File: config.mk
export PLATFORM = sky130hd
export DESIGN_NAME = stack_host
export DESIGN_NICKNAME = d
export VERILOG_FILES = /design/src/rtl/stack_pkg.sv /design/src/rtl/stack_host_watchdog.sv /design/src/rtl/stack_host.sv
export SDC_FILE = /design/constraint.sdc
export NUM_CORES = 1
export LEC_CHECK = 0
export BUFFER_PORTS_ARGS = -buffer_cell sky130_fd_sc_hd__buf_4
export CAP_MARGIN = 20
export CORE_AREA = 4 4 73 54
export DETAILED_ROUTE_END_ITERATION = 10
export DIE_AREA = 0 0 77 58
export GPL_TIMING_DRIVEN = 0
export PLACE_DENSITY = 0.76
export SYNTH_ARGS = -nofsm -noshare
export SYNTH_HDL_FRONTEND = slang
export SYNTH_HIERARCHICAL = 1
export SYNTH_SLANG_ARGS = --single-unit
File: constraint.sdc
create_clock -name clk -period 4.7 [get_ports clk]
set_input_delay 0.94 -clock clk [delete_from_list [all_inputs] [get_ports clk]]
set_output_delay 0.94 -clock clk [all_outputs]
set_load 0.01 [all_outputs]
File: src/rtl/stack_pkg.sv
// Shared definitions for the stack host and the stack device: default sizes,
// op encoding, response codes and the host FSM state type.
// Ports: none (package).
package stack_pkg;

  localparam int WIDTH_DEF = 8;
  localparam int DEPTH_DEF = 16;

  localparam logic OP_PUSH = 1'b0;
  localparam logic OP_POP  = 1'b1;

  typedef enum logic [1:0] {
    RSP_OK  = 2'b00,
    RSP_OVF = 2'b01,
    RSP_UDF = 2'b10,
    RSP_TMO = 2'b11
  } rsp_code_e;

  typedef enum logic [1:0] {
    ST_IDLE,
    ST_ISSUE,
    ST_WAIT,
    ST_RESP
  } state_e;

endpackage

File: src/rtl/stack_host_watchdog.sv
// Purpose: counts stalled WAIT cycles and flags the one on which the host must abort.
// Latency: expired is combinational on enable and the current count, so the abort happens in that same cycle.
// Backpressure: none. Ports: clk, rst_n, clear (restart count), enable (stalled cycle), expired.
module stack_host_watchdog #(
  parameter int TIMEOUT = 15
) (
  input  logic clk,
  input  logic rst_n,
  input  logic clear,
  input  logic enable,
  output logic expired
);

  localparam int WW = $clog2(TIMEOUT + 1);

  logic [WW-1:0] cnt;

  always_ff @(posedge clk) begin
    if (!rst_n) begin
      cnt <= '0;
    end else if (clear) begin
      cnt <= '0;
    end else if (enable) begin
      cnt <= cnt + WW'(1);
    end
  end

  // cnt holds the number of earlier stalled cycles, so the TIMEOUT-th stalled
  // cycle is the one that sees TIMEOUT-1.
  assign expired = enable && (cnt == WW'(TIMEOUT - 1));

endmodule

File: src/rtl/stack_host.sv
// Purpose: accepts push/pop commands, drives one strobe to an external stack device, tracks a shadow occupancy.
// Latency: rejects answer 1 cycle after the handshake; issued commands answer after ISSUE plus the WAIT cycles.
// Backpressure: one command in flight; cmd_ready only in IDLE; RESP holds until rsp_ready.
// Ports: cmd_* request channel, rsp_* response channel, stk_* device strobes/data, count shadow occupancy.
module stack_host
  import stack_pkg::*;
#(
  parameter int WIDTH   = WIDTH_DEF,
  parameter int DEPTH   = DEPTH_DEF,
  parameter int TIMEOUT = 15
) (
  input  logic                   clk,
  input  logic                   rst_n,
  input  logic                   cmd_valid,
  output logic                   cmd_ready,
  input  logic                   cmd_op,
  input  logic [WIDTH-1:0]       cmd_data,
  output logic                   rsp_valid,
  input  logic                   rsp_ready,
  output logic [1:0]             rsp_code,
  output logic [WIDTH-1:0]       rsp_data,
  output logic                   stk_push,
  output logic                   stk_pop,
  output logic [WIDTH-1:0]       stk_wdata,
  input  logic [WIDTH-1:0]       stk_rdata,
  input  logic                   stk_done,
  output logic [$clog2(DEPTH):0] count
);

  localparam int CW = $clog2(DEPTH) + 1;
  localparam logic [CW-1:0] FULL = CW'(DEPTH);

  state_e           state_q, state_d;
  logic             op_q, op_d;
  logic [WIDTH-1:0] data_q, data_d;
  logic [WIDTH-1:0] rdata_q, rdata_d;
  rsp_code_e        code_q, code_d;
  logic [CW-1:0]    cnt_q, cnt_d;
  logic             wd_expired;

  // Watchdog restarts while in ISSUE so it reads zero on the first WAIT cycle.
  stack_host_watchdog #(.TIMEOUT(TIMEOUT)) u_watchdog (
    .clk     (clk),
    .rst_n   (rst_n),
    .clear   (state_q == ST_ISSUE),
    .enable  ((state_q == ST_WAIT) && !stk_done),
    .expired (wd_expired)
  );

  // Strobes and response valid decode straight from state, so a reset edge
  // drops them together with the state.
  assign cmd_ready = rst_n && (state_q == ST_IDLE);
  assign rsp_valid = (state_q == ST_RESP);
  assign rsp_code  = code_q;
  assign rsp_data  = rdata_q;
  assign stk_push  = (state_q == ST_ISSUE) && (op_q == OP_PUSH);
  assign stk_pop   = (state_q == ST_ISSUE) && (op_q == OP_POP);
  assign stk_wdata = (state_q == ST_ISSUE) ? data_q : '0;
  assign count     = cnt_q;

  always_comb begin
    state_d = state_q;
    op_d    = op_q;
    data_d  = data_q;
    rdata_d = rdata_q;
    code_d  = code_q;
    cnt_d   = cnt_q;
    unique case (state_q)
      ST_IDLE: begin
        if (cmd_valid) begin
          op_d    = cmd_op;
          data_d  = cmd_data;
          rdata_d = '0;
          if ((cmd_op == OP_PUSH) && (cnt_q == FULL)) begin
            state_d = ST_RESP;
            code_d  = RSP_OVF;
          end else if ((cmd_op == OP_POP) && (cnt_q == '0)) begin
            state_d = ST_RESP;
            code_d  = RSP_UDF;
          end else begin
            state_d = ST_ISSUE;
          end
        end
      end
      ST_ISSUE: begin
        state_d = ST_WAIT;
      end
      ST_WAIT: begin
        if (stk_done) begin
          state_d = ST_RESP;
          code_d  = RSP_OK;
          if (op_q == OP_PUSH) begin
            if (cnt_q != FULL) cnt_d = cnt_q + CW'(1);
            rdata_d = '0;
          end else begin
            if (cnt_q != '0) cnt_d = cnt_q - CW'(1);
            rdata_d = stk_rdata;
          end
        end else if (wd_expired) begin
          state_d = ST_RESP;
          code_d  = RSP_TMO;
          rdata_d = '0;
        end
      end
      ST_RESP: begin
        if (rsp_ready) begin
          state_d = ST_IDLE;
          code_d  = RSP_OK;
          rdata_d = '0;
        end
      end
      default: begin
        state_d = ST_IDLE;
      end
    endcase
  end

  always_ff @(posedge clk) begin
    if (!rst_n) begin
      state_q <= ST_IDLE;
      op_q    <= 1'b0;
      data_q  <= '0;
      rdata_q <= '0;
      code_q  <= RSP_OK;
      cnt_q   <= '0;
    end else begin
      state_q <= state_d;
      op_q    <= op_d;
      data_q  <= data_d;
      rdata_q <= rdata_d;
      code_q  <= code_d;
      cnt_q   <= cnt_d;
    end
  end

endmodule

==> results of run 1 <==
area by class of cell:
cell class | instances | share of cell area, %
tap | 38 | 2.29
clock inverter | 1 | 0.241
buffer | 8 | 1.69
multi-input combinational | 139 | 44.4
timing repair buffer | 48 | 17.4
inverter | 5 | 0.904
sequential | 30 | 28.9
clock buffer | 7 | 4.16
worst max path at each step:
stage | start | endpoint | slack, ns | depth (start not counted)
floorplan | stk_done | rsp_code[0]$_SDFFE_PN0P_ | 2.44 | 8
global placement | stk_done | rsp_code[0]$_SDFFE_PN0P_ | 2.05 | 9
detailed placement | stk_done | rsp_code[0]$_SDFFE_PN0P_ | 2.06 | 9
CTS | state_q[0]$_SDFFE_PN0P_ | cmd_ready | 2.04 | 5
global route | state_q[1]$_SDFFE_PN0P_ | stk_push | 1.93 | 5
finish | state_q[0]$_SDFFE_PN0P_ | cmd_ready | 2.05 | 5
stage by stage:
step	total power [W]	setup slack, ns	util (%)
finish	0.000976	2.05	65.5
floorplan	0.000639	2.44	-
detailed placement	0.000776	2.06	62.6
CTS	0.000988	2.04	65.5
global route	0.00105	1.93	65.5
global placement	0.000767	2.05	62.6
routing by layer:
| metal | wire (um) | up-vias | share of wire [%] | track usage [%] |
|---|---|---|---|---|
| met2 | 1560 | 36 | 41 | 25.2 |
| li1 | - | 746 | - | - |
| met4 | 70 | 0 | 1.9 | 8.38 |
| met1 | 1930 | 664 | 51 | 23.7 |
| met3 | 208 | 8 | 5.5 | 5.43 |
| met5 | 0 | - | 0 | 0 |
where the power goes:
group          switching [W]  total, W  internal [W]
logic               0.000239  0.000440      0.000201
registers          0.0000358  0.000330      0.000294
clock network      0.0000891  0.000207      0.000118
cell usage after synthesis (3+ instances only):
master    count
and2_1       10
nor4_1        3
nor3_1        3
inv_1         5
nand2b_1      9
dfxtp_1      30
a21oi_1      26
xnor2_1       5
nor2_1        6
nand2_1      15
ha_1         10
nand3_1      20
nor2b_1       4
clkbuf_1      6
layout by cell type, fill, tap and decap left out, types with 2 or more instances in the layout:
master,Yosys,final
a311oi_1,2,2
o31ai_1,2,2
and2_1,10,10
nand3_1,20,20
xnor2_1,5,5
nor2_1,6,6
buf_4,1,49
nand2_1,15,15
inv_1,5,5
nor4_1,3,3
clkbuf_8,0,6
a211oi_1,2,2
a21oi_1,26,26
nand3b_1,2,2
ha_1,10,10
clkbuf_1,6,7
nor3_1,3,3
nand2b_1,9,9
dfxtp_1,30,30
nor2b_1,4,4
worst max-delay path, stage by stage, from the launching register on:
cell      delay [ns]
dfxtp_1         0.34
inv_1           0.12
ha_1            0.26
clkbuf_1        0.38
and2_1          0.21
buf_4           0.12
sequential cells by signal, summed over array words and instances (netlist names):
register        count
data_q              8
rsp_data            8
count               5
u_watchdog/cnt      4
rsp_code            2
state_q             2
op_q                1
cells by family after synthesis:
family                     Yosys count
DFF                                 30
muxes                                1
buffers and inverters               13
adders and majority gates           11
AOI/OAI and AO/OA                   39
xor gates and xnor gates             6
and+or+nand+nor                     82
==> impl_metrics.ini, run 1 <==
[outcome]
status = finished clean

[min_path]
hp-start = data_q[3]$_SDFFE_PN0P_
min_path_type = register to register
min_path_cells = 2
holdPathEnd = data_q[3]$_SDFFE_PN0P_

[clock_network]
cts_buffers = 5
postCtsSetupBuffers = 0
cts-root-buf = clkbuf_8
cts.sinks = 30
hold_buffers = 0
htree_levels = 2
clock_path_buffers = 2
clock_latency_ns = 0.28
cts_tree = yes
clk_pin_slew_ns = 0.06
ctsResizeCount = 0

[yosys]
synth_area_leader_cell = dfxtp_1
ys_types = 40
synth-adder-area-share_pct = 9.21
avgSynthCellArea_um2 = 8.66
ys_seq_area_share_pct = 38.1
yosys_most_used_dff = dfxtp_1
synth_area_leaders = dfxtp_1 (38%), a21oi_1 (8.3%), ha_1 (7.9%)
yosys.area_share.simple_pct = 29.9
synthCells = 182
synth_seq_cells = 30
synth-edff-count = 0
synth-xor-area-share_pct = 3.33
synth.top_cell.area_share_pct = 38.1
synth-compound-area-share_pct = 15.4
syn-num-nets = 215
synth_top_family_by_area = simple AND/OR/NAND/NOR gates
ys_warn_count = 6
synth.area.mux_share_pct = 0.635
async_reset_ff_share_pct = 0
syn-cell-area_um2 = 1580

[floorplan]
num_io_pins = 49
rows = 17
start_util_pct = 49.7
die_area_um2 = 4470
die_w_um = 77
coreArea_um2 = 3170
die_h_um = 58

[sta]
min_period_ns = 2.65
fin_skew_ns = 0.00650
finalSetupViolations = 0
fmax_ghz = 0.377
fin_crit_sh_pct = 56.4
grt_setup_unrepaired = no
maxSlewHeadroom_pct = 66.6
setup_tns_ns = 0
worst_pin_slew_ns = 0.502
drv_slew = 0
final.hold.worst_slack_ns = 0.452
finalHoldViolations = 0

[route]
drt_iter0_markers = 59
num_vias = 1454
routedWlPerCell_um = 13.6
drtPass1Iterations = 4
wl_mm = 3.76
viasPerCell = 5.27
drc = 0
ant_nets = 0

[worst_setup_path]
critical_path_required_ns = 3.76
r2r_start = state_q[0]$_SDFFE_PN0P_
end_kind = output port
criticalPathCategory = register to output port
cp-start-kind = register
cp.arrival_ns = 1.71
r2r_cells = 10
crit_fanout = 10
worstReg2RegEnd = rsp_code[1]$_SDFFE_PN0P_
r2r_slack_ns = 2.39

[run]
maxCapViolations = 0

[grt]
track_usage_pct = 17.4
grt_max_degree = 12
grt-ovfl-total = 0
grt_pass1_wl_mm = 6.15
antenna_found_initial = 0
grt_pass1_vias = 1342

[placement]
placed_area_um2 = 1980
placed_cells = 268
io_buffers = 48
dp_hpwl_mm = 2.97
gp_congestion = 0.783

[layout]
drive_above_1_share_pct = 26.5
area_growth_pct = 31.7
fin_cells = 276
final_nets = 270
regArea_um2 = 601
stdcell_area_um2 = 2080
nFillCells = 277
multiInputGateArea_um2 = 922
diodes = 0

[pwr]
ir_drop_uv = 281
power_leakage_nw = 0.890
power_density_nw_per_um2 = 470
Note: power is estimated with default switching activity, not from simulation.
==> run 2: changes to the inputs <==
--- a/config.mk
+++ b/config.mk
@@ -7,11 +7,11 @@
 export LEC_CHECK = 0
 export BUFFER_PORTS_ARGS = -buffer_cell sky130_fd_sc_hd__buf_4
 export CAP_MARGIN = 20
-export CORE_AREA = 4 4 73 54
+export CORE_AREA = 4 4 76 57
 export DETAILED_ROUTE_END_ITERATION = 10
-export DIE_AREA = 0 0 77 58
+export DIE_AREA = 0 0 80 61
 export GPL_TIMING_DRIVEN = 0
-export PLACE_DENSITY = 0.76
+export PLACE_DENSITY = 0.73
 export SYNTH_ARGS = -nofsm -noshare
 export SYNTH_HDL_FRONTEND = slang
 export SYNTH_HIERARCHICAL = 1
==> constraint.sdc (replaced) <==
create_clock -name clk -period 2.4 [get_ports clk]
set_input_delay 0.48 -clock clk [delete_from_list [all_inputs] [get_ports clk]]
set_output_delay 0.48 -clock clk [all_outputs]
set_load 0.01 [all_outputs]
==> impl_metrics.ini, run 2 (synthesized netlist as in run 1, its figures left out) <==
[layout]
final_cell_mix = buf_4 (50), dfxtp_1 (30), a21oi_1 (26)
final_nets = 272
area_growth_pct = 34.4
diodes = 0
layout_commonest_cell = buf_4
drive_above_1_share_pct = 28.5
nFillCells = 359
stdcell_area_um2 = 2120

[route]
viasPerCell = 5.13
ant_nets = 0
num_vias = 1482
drc = 0
wl_mm = 3.79
drtPass1Iterations = 4
routedWlPerCell_um = 13.1
drt_iter0_markers = 42

[grt]
grt_pass1_vias = 1366
antenna_found_initial = 0
track_usage_pct = 16.0
grt_max_degree = 12
grt_pass1_wl_mm = 6.02
grt-ovfl-total = 0

[floorplan]
die_h_um = 61
coreArea_um2 = 3510
rows = 18
num_io_pins = 49
die_w_um = 80
start_util_pct = 44.9
die_area_um2 = 4880

[worst_setup_path]
critical_path_required_ns = 2.54
cp.arrival_ns = 2.43
criticalPathCategory = register to register
r2r_slack_ns = 0.11
cp-start-kind = register
crit_fanout = 7
end_kind = register

[clock_network]
clock_path_buffers = 2
cts.sinks = 30
htree_levels = 2
clk_pin_slew_ns = 0.06
cts-root-buf = clkbuf_8
cts_buffers = 5
cts_tree = yes
clock_latency_ns = 0.27

[min_path]
min_path_type = register to register

[sta]
setup_tns_ns = 0
worst_pin_slew_ns = 0.519
finalSetupViolations = 0
fin_crit_sh_pct = 95.4
finalHoldViolations = 0
drv_slew = 0
maxSlewHeadroom_pct = 65.4
fmax_ghz = 0.437
min_period_ns = 2.29
fin_skew_ns = 0.00442

[run]
maxCapViolations = 0

[pwr]
ir_drop_uv = 511
power_leakage_nw = 0.898
power_density_nw_per_um2 = 913

[outcome]
status = finished clean

[placement]
dp_hpwl_mm = 2.88
gp_congestion = 0.709
io_buffers = 48
placed_area_um2 = 2000
run 2: cell count changes in the layout (fill, tap and decap cells not counted), sizes merged:
cell,previous run,this run
buf,50,51
clkbuf,13,12
clkinv,1,2
run 2: report_power, final:
| part | switching (W) | total, W | leakage (nW) | internal, W |
|---|---|---|---|---|
| combinational | 0.000479 | 0.000920 | 0.611 | 0.000441 |
| sequential | 0.0000734 | 0.000649 | 0.244 | 0.000575 |
| clock | 0.000174 | 0.000368 | 0.0438 | 0.000194 |
run 2: critical path, cell delays in order, from the launching register on:
cell,delay (ns)
dfxtp_1,0.35
inv_1,0.16
ha_4,0.18
nor2b_2,0.19
clkbuf_4,0.20
and4_1,0.21
nor3b_2,0.07
nor4_4,0.35
buf_4,0.18
buf_4,0.11
nand2b_1,0.09
a21oi_1,0.06
run 2: worst paths after layout:
kind | cells past startpoint | to | start
setup / recovery | 11 | rsp_data[3]$_SDFFE_PN0P_ | state_q[0]$_SDFFE_PN0P_
hold / removal | 2 | data_q[3]$_SDFFE_PN0P_ | data_q[3]$_SDFFE_PN0P_
setup reg to reg | 11 | rsp_data[3]$_SDFFE_PN0P_ | state_q[0]$_SDFFE_PN0P_
hold reg to reg | 2 | data_q[3]$_SDFFE_PN0P_ | data_q[3]$_SDFFE_PN0P_
run 2: stage by stage:
step	std cells	hold slack (ns)	util (%)	setup slack [ns]	power, W
after global placement	280	0.439	56.9	0.104	0.00150
after global routing	289	0.455	60.3	-0.0715	0.00209
after floorplan	182	0.432	-	0.368	0.00125
after detailed placement	280	0.443	56.9	0.0995	0.00151
after CTS	287	0.452	59.2	0.0855	0.00188
final	289	0.452	60.3	0.110	0.00194
run 2: area by class of cell:
class	instances	area [um2]	area share, %
Buffer	8	41.3	1.95
Clock inverter	2	10.0	0.472
Inverter	5	18.8	0.885
Sequential cell	30	601	28.3
Timing Repair Buffer	50	375	17.7
Tap cell	50	62.6	2.95
Multi-Input combinational cell	139	942	44.5
Clock buffer	5	68.8	3.25
run 2: layer usage:
metal  GRT usage [%]  wire (um)
met4            6.02         51
met5               0          0
met2            25.4       1620
met3            4.45        208
met1            21.0       1910
run 2: timing repair:
action / in CTS / in global routing
endpoints found under the hold margin: 0 / 0
resized for setup: 0 / 6
buffers inserted: 0 / 2
hold buffers: 0 / 0
setup endpoints to repair: 0 / 8
